`config.mk`:
```
export PLATFORM = sky130hd
export DESIGN_NAME = add32_seq
export DESIGN_NICKNAME = d
export VERILOG_FILES = /design/src/rtl/add32_seq_pkg.sv /design/src/rtl/add32_seq_add8.sv /design/src/rtl/add32_seq.sv
export SDC_FILE = /design/constraint.sdc
export NUM_CORES = 1
export LEC_CHECK = 0
export CAP_MARGIN = 20
export CORE_ASPECT_RATIO = 0.75
export CORE_MARGIN = 2
export CORE_UTILIZATION = 40
export CTS_CLUSTER_SIZE = 16
export DETAILED_ROUTE_END_ITERATION = 10
export PLACE_DENSITY = 0.67
export SLEW_MARGIN = 25
export SYNTH_ARGS = -nofsm -noshare
export SYNTH_HDL_FRONTEND = slang
export SYNTH_SLANG_ARGS = --single-unit
```
`constraint.sdc`:
```
create_clock -name clk -period 5.8 [get_ports clk]
set_input_delay 0.58 -clock clk [delete_from_list [all_inputs] [get_ports clk]]
set_output_delay 0.58 -clock clk [all_outputs]
set_load 0.01 [all_outputs]
```
`src/rtl/add32_seq_pkg.sv`:
```
// Shared arithmetic definitions for the byte-serial 32-bit adder/subtractor.
// FSM encodings and byte geometry live here so every user agrees on them.
package add32_seq_pkg;

    localparam int BYTE_W = 8;
    localparam int BYTES  = 4;
    localparam int DATA_W = BYTE_W * BYTES;
    localparam int IDX_W  = $clog2(BYTES);

    typedef enum logic [1:0] {
        IDLE = 2'd0,
        RUN  = 2'd1,
        DONE = 2'd2
    } state_e;

    // Selects byte number idx of a full-width word.
    function automatic logic [BYTE_W-1:0] byte_sel(input logic [DATA_W-1:0] w,
                                                   input logic [IDX_W-1:0]  idx);
        logic [BYTE_W-1:0] r;
        r = w[BYTE_W-1:0];
        for (int i = 0; i < BYTES; i++) begin
            if (idx == IDX_W'(i)) r = w[BYTE_W*i +: BYTE_W];
        end
        return r;
    endfunction

endpackage

```
`src/rtl/add32_seq_add8.sv`:
```
// 8-bit ripple-carry adder built from per-bit full-adder gate equations.
// Carry chain is explicit so no arithmetic operator is needed on data bits.
module add8 (
    input  logic [7:0] a,
    input  logic [7:0] b,
    input  logic       ci,
    output logic       co,
    output logic [7:0] s
);

    logic [8:0] c;

    assign c[0] = ci;

    for (genvar gi = 0; gi < 8; gi++) begin : g_fa
        logic p;
        assign p         = a[gi] ^ b[gi];
        assign s[gi]     = p ^ c[gi];
        assign c[gi+1]   = (a[gi] & b[gi]) | (p & c[gi]);
    end

    assign co = c[8];

endmodule

```
`src/rtl/add32_seq.sv`:
```
// Byte-serial 32-bit add/subtract: one shared add8 processes one byte per clock,
// LSB first; a one-cycle done pulse marks the result valid.
module add32_seq
    import add32_seq_pkg::*;
(
    input  logic              clk,
    input  logic              rst_n,
    input  logic              start,
    input  logic              sub,
    input  logic [DATA_W-1:0] a,
    input  logic [DATA_W-1:0] b,
    input  logic              ci,
    output logic              busy,
    output logic              done,
    output logic [DATA_W-1:0] s,
    output logic              co,
    output logic              ov
);

    state_e             state_q, state_d;
    logic [IDX_W-1:0]   idx_q, idx_d;
    logic               carry_q, carry_d;
    logic [DATA_W-1:0]  a_q, a_d;
    logic [DATA_W-1:0]  b_q, b_d;
    logic [DATA_W-1:0]  s_q, s_d;
    logic               co_q, co_d;
    logic               ov_q, ov_d;

    logic [BYTE_W-1:0]  add_a, add_b, add_s;
    logic               add_co;

    assign add_a = byte_sel(a_q, idx_q);
    assign add_b = byte_sel(b_q, idx_q);

    add8 u_add8 (
        .a  (add_a),
        .b  (add_b),
        .ci (carry_q),
        .co (add_co),
        .s  (add_s)
    );

    always_comb begin
        state_d = state_q;
        idx_d   = idx_q;
        carry_d = carry_q;
        a_d     = a_q;
        b_d     = b_q;
        s_d     = s_q;
        co_d    = co_q;
        ov_d    = ov_q;

        case (state_q)
            IDLE, DONE: begin
                if (state_q == DONE) state_d = IDLE;
                // Subtract is a + ~b + 1, so the inverted operand is latched here.
                if (start) begin
                    a_d     = a;
                    b_d     = sub ? ~b : b;
                    carry_d = sub ? 1'b1 : ci;
                    idx_d   = '0;
                    state_d = RUN;
                end
            end
            RUN: begin
                for (int i = 0; i < BYTES; i++) begin
                    if (idx_q == IDX_W'(i)) s_d[BYTE_W*i +: BYTE_W] = add_s;
                end
                carry_d = add_co;
                idx_d   = idx_q + 1'b1;
                if (idx_q == IDX_W'(BYTES - 1)) begin
                    state_d = DONE;
                    co_d    = add_co;
                    ov_d    = (a_q[DATA_W-1] == b_q[DATA_W-1]) &&
                              (add_s[BYTE_W-1] != a_q[DATA_W-1]);
                end
            end
            default: state_d = IDLE;
        endcase
    end

    always_ff @(posedge clk or negedge rst_n) begin
        if (!rst_n) begin
            state_q <= IDLE;
            idx_q   <= '0;
            carry_q <= 1'b0;
            a_q     <= '0;
            b_q     <= '0;
            s_q     <= '0;
            co_q    <= 1'b0;
            ov_q    <= 1'b0;
        end else begin
            state_q <= state_d;
            idx_q   <= idx_d;
            carry_q <= carry_d;
            a_q     <= a_d;
            b_q     <= b_d;
            s_q     <= s_d;
            co_q    <= co_d;
            ov_q    <= ov_d;
        end
    end

    assign busy = (state_q == RUN);
    assign done = (state_q == DONE);
    assign s    = s_q;
    assign co   = co_q;
    assign ov   = ov_q;

endmodule

```
==> impl_metrics.json <==
{
  "drive_above_1_share_pct": 15.0,
  "clockBufferDepth": 2,
  "critical_path.most_common_cell": "fa_1",
  "htree_levels": 3,
  "post-cts-setup-buffer-count": 0,
  "dr.pass1.iters": 4,
  "clkPwrFrac_pct": 15.9,
  "slew_headroom_pct": 32.2,
  "cts_tree": "done",
  "postRouteAntennaNets": 0,
  "drc": 0,
  "clock.fmax_mhz": 196,
  "grt_antenna_before_repair": 0,
  "gp_congestion": 0.777,
  "share_seq_of_total_power_pct": 33.4,
  "clock_latency_ns": 0.34,
  "coreArea_um2": 11700,
  "synth.top_cell.area_share_pct": 53.2,
  "outcome": "completed",
  "grt_pass1_vias": 3427,
  "cts-root-buf": "clkbuf_16",
  "p_per_area_nw_per_um2": 630,
  "overflow": 0,
  "grt.total_usage_pct": 17.4,
  "cts_hold_buf": 0,
  "critPathArrivalTime_ns": 5.29,
  "final_cell_mix": "103 x dfrtp_1, 102 x clkdlybuf4s50_1, 57 x mux2_2",
  "antenna_cells": 0,
  "critical_path.max_fanout": 14,
  "synth_top_cell_by_area": "dfrtp_1",
  "wl_per_cell_um": 16.0,
  "wl_um": 10800,
  "clock_skew_ns": 0.00684,
  "critPathMaxStageDelay_ns": 0.58,
  "synthMuxAreaShare_pct": 14.9,
  "synth_compound_area_share_pct": 10.1,
  "synth_area_leaders": "dfrtp_1 53%, mux2_2 13%, o21ai_0 5.7%",
  "crit_chain": "inv_1 -> ha_1 -> buf_4 -> mux2_2 -> mux2i_1 -> o21ai_0 -> fa_1 -> fa_1 -> fa_1 -> inv_1 -> fa_1 -> fa_1 -> fa_1 -> fa_1 -> inv_1 -> fa_1 -> and3b_1 -> a21oi_1 -> o21ai_0",
  "cts.sink_count": 103,
  "switchingPower_mw": 1.50,
  "rsz0062_at_grt": "no",
  "hold_viol": 0,
  "mostFrequentLayoutCell": "dfrtp_1",
  "syn_avg_cell_area_um2": 11.6,
  "drv_slew": 0,
  "worstPathRequired_ns": 6.00,
  "synth_xor_area_share_pct": 5.78,
  "swShare_pct": 37.9,
  "critPathKind": "reg -> reg",
  "fin_crit_sh_pct": 87.8,
  "die_area_um2": 13000,
  "setup_viol": 0,
  "r2r_cells": 19,
  "die_w_um": 131,
  "grt_first_pass_wirelength_um": 17700,
  "ctsResizeCount": 0,
  "fin_crit_ns": 5.09,
  "vdd_drop_max_v": 0.000343,
  "cp-start-kind": "register",
  "num_rows": 34,
  "syn2layout_area_growth_pct": 29.1,
  "crit_path_end_kind": "register",
  "boundaryPins": 105,
  "p_int_mw": 2.45,
  "ys_warn_count": 0,
  "synth-simple-area-share_pct": 7.10,
  "synth_nets": 499,
  "fin_setup_tns_ns": 0,
  "clk_pin_slew_ns": 0.07,
  "die-height_um": 99.3,
  "synth_top_family_by_area": "multiplexers",
  "comb_power_share_pct": 50.7,
  "nNetsFinal": 590,
  "cap_violations": 0,
  "synth-seq-cells": 103,
  "synth_edf_count": 0,
  "grt_max_degree": 101,
  "ys_async_sr_fraction_pct": 100,
  "first_iter_violations": 156,
  "io_buffers": 104,
  "initial_core_util_pct": 41.4,
  "timing.hold.ws_ns": 0.247,
  "critical_path.slowest_cell": "fa_1",
  "ys.flop_type": "dfrtp_1",
  "hpwl_um": 8160,
  "synth_cell_types": 27,
  "netlist_area_um2": 4850,
  "viasPerCell": 4.82,
  "p_leak_nw": 2.68,
  "postSynthCellCount": 418,
  "vias": 3261,
  "hold_path.class": "in -> async",
  "synthAdderAreaFrac_pct": 4.34,
  "synth-seq-area-share_pct": 53.2,
  "numCtsBuffers": 9,
  "tightest_slew_ns": 1.02
}
==> path summary, 6_finish.rpt <==
| check | start | endpoint | slack, ns |
|---|---|---|---|
| max in group asynchronous | rst_n | b_q[2]$_DFFE_PN0P_ | 4.42 |
| hold reg to reg | s[4]$_DFFE_PN0P_ | s[4]$_DFFE_PN0P_ | 0.48 |
| min in group clk | s[4]$_DFFE_PN0P_ | s[4]$_DFFE_PN0P_ | 0.48 |
| hold / removal | rst_n | s[16]$_DFFE_PN0P_ | 0.25 |
| setup reg to reg | idx_q[1]$_DFFE_PN0P_ | ov$_DFFE_PN0P_ | 0.71 |
| setup / recovery | idx_q[1]$_DFFE_PN0P_ | ov$_DFFE_PN0P_ | 0.71 |
==> flip-flops by register name, indices dropped and copies added (netlist names) <==
signal,flops
a_q,32
b_q,32
s,32
idx_q,2
state_q,2
carry_q,1
co,1
ov,1
==> Yosys cell counts (7+ instances only) <==
| master | n |
|---|---|
| dfrtp_1 | 103 |
| mux2_2 | 57 |
| o21ai_0 | 55 |
| nand2_1 | 53 |
| xnor2_1 | 28 |
| buf_2 | 15 |
| inv_1 | 14 |
| a21oi_1 | 13 |
| nor2b_1 | 9 |
| a211o_1 | 8 |
| a22oi_1 | 8 |
| fa_1 | 8 |
| mux2i_1 | 8 |
| nor2_1 | 7 |
==> critical path, delay by kind of cell, from the launching register on <==
kind                     cells  cell delay (ns)
AO/OA/AOI/OAI                3             0.31
adder cells (fa/ha/maj)      9             3.05
buffers and inverters        4             0.51
flip-flops                   1             0.41
multiplexers                 2             0.46
AND/OR/NAND/NOR              1             0.20
==> cell families (layout without fill, tap and decap cells) <==
logic type	Yosys count	in the layout
flops	103	103
simple gates	78	78
fa+ha+maj	12	12
buf+inv	42	138
compound gates	86	86
xor+xnor	32	32
mux	65	65
==> area by class of cell <==
cell class | count | area, um2
clock buffer | 12 | 236
clock inverter | 4 | 70.1
fill | 1007 | 5440
inverter | 14 | 52.6
multi-input combinational | 273 | 2050
sequential | 103 | 2580
tap | 162 | 203
timing repair buffer | 108 | 1060
==> metrics by stage <==
stage | cell area [um2] | setup slack (ns) | util, % | cells | total power [mW]
3_5_place_dp | 5950 | 0.704 | 50.9 | 660 | 3.34
5_1_grt | 6260 | 0.403 | 53.5 | 676 | 4.23
2_1_floorplan | 4850 | 1.44 | - | 418 | 2.54
6_report | 6260 | 0.707 | 53.5 | 676 | 3.94
4_1_cts | 6260 | 0.704 | 53.5 | 676 | 3.98
3_3_place_gp | 5950 | 0.988 | 50.9 | 660 | 3.24
==> power by group through the flow <==
stage                     Sequential (mW)  Combinational, mW  Clock, mW
after CTS                            1.32               2.02      0.640
after global placement               1.32               1.92          0
final                                1.32               2.00      0.627
after detailed placement             1.33               2.01          0
after floorplan                      1.30               1.24          0
after global routing                 1.36               2.20      0.672
==> layer usage <==
metal  up-vias  track usage, %  routed length, um
li1       1591               -                  -
met2       100            26.8               4710
met3        14            4.79                590
met4         0            4.93                159
met1      1556            24.5               5370
met5         -               0                  0
Power figures use the tool's default switching activity.
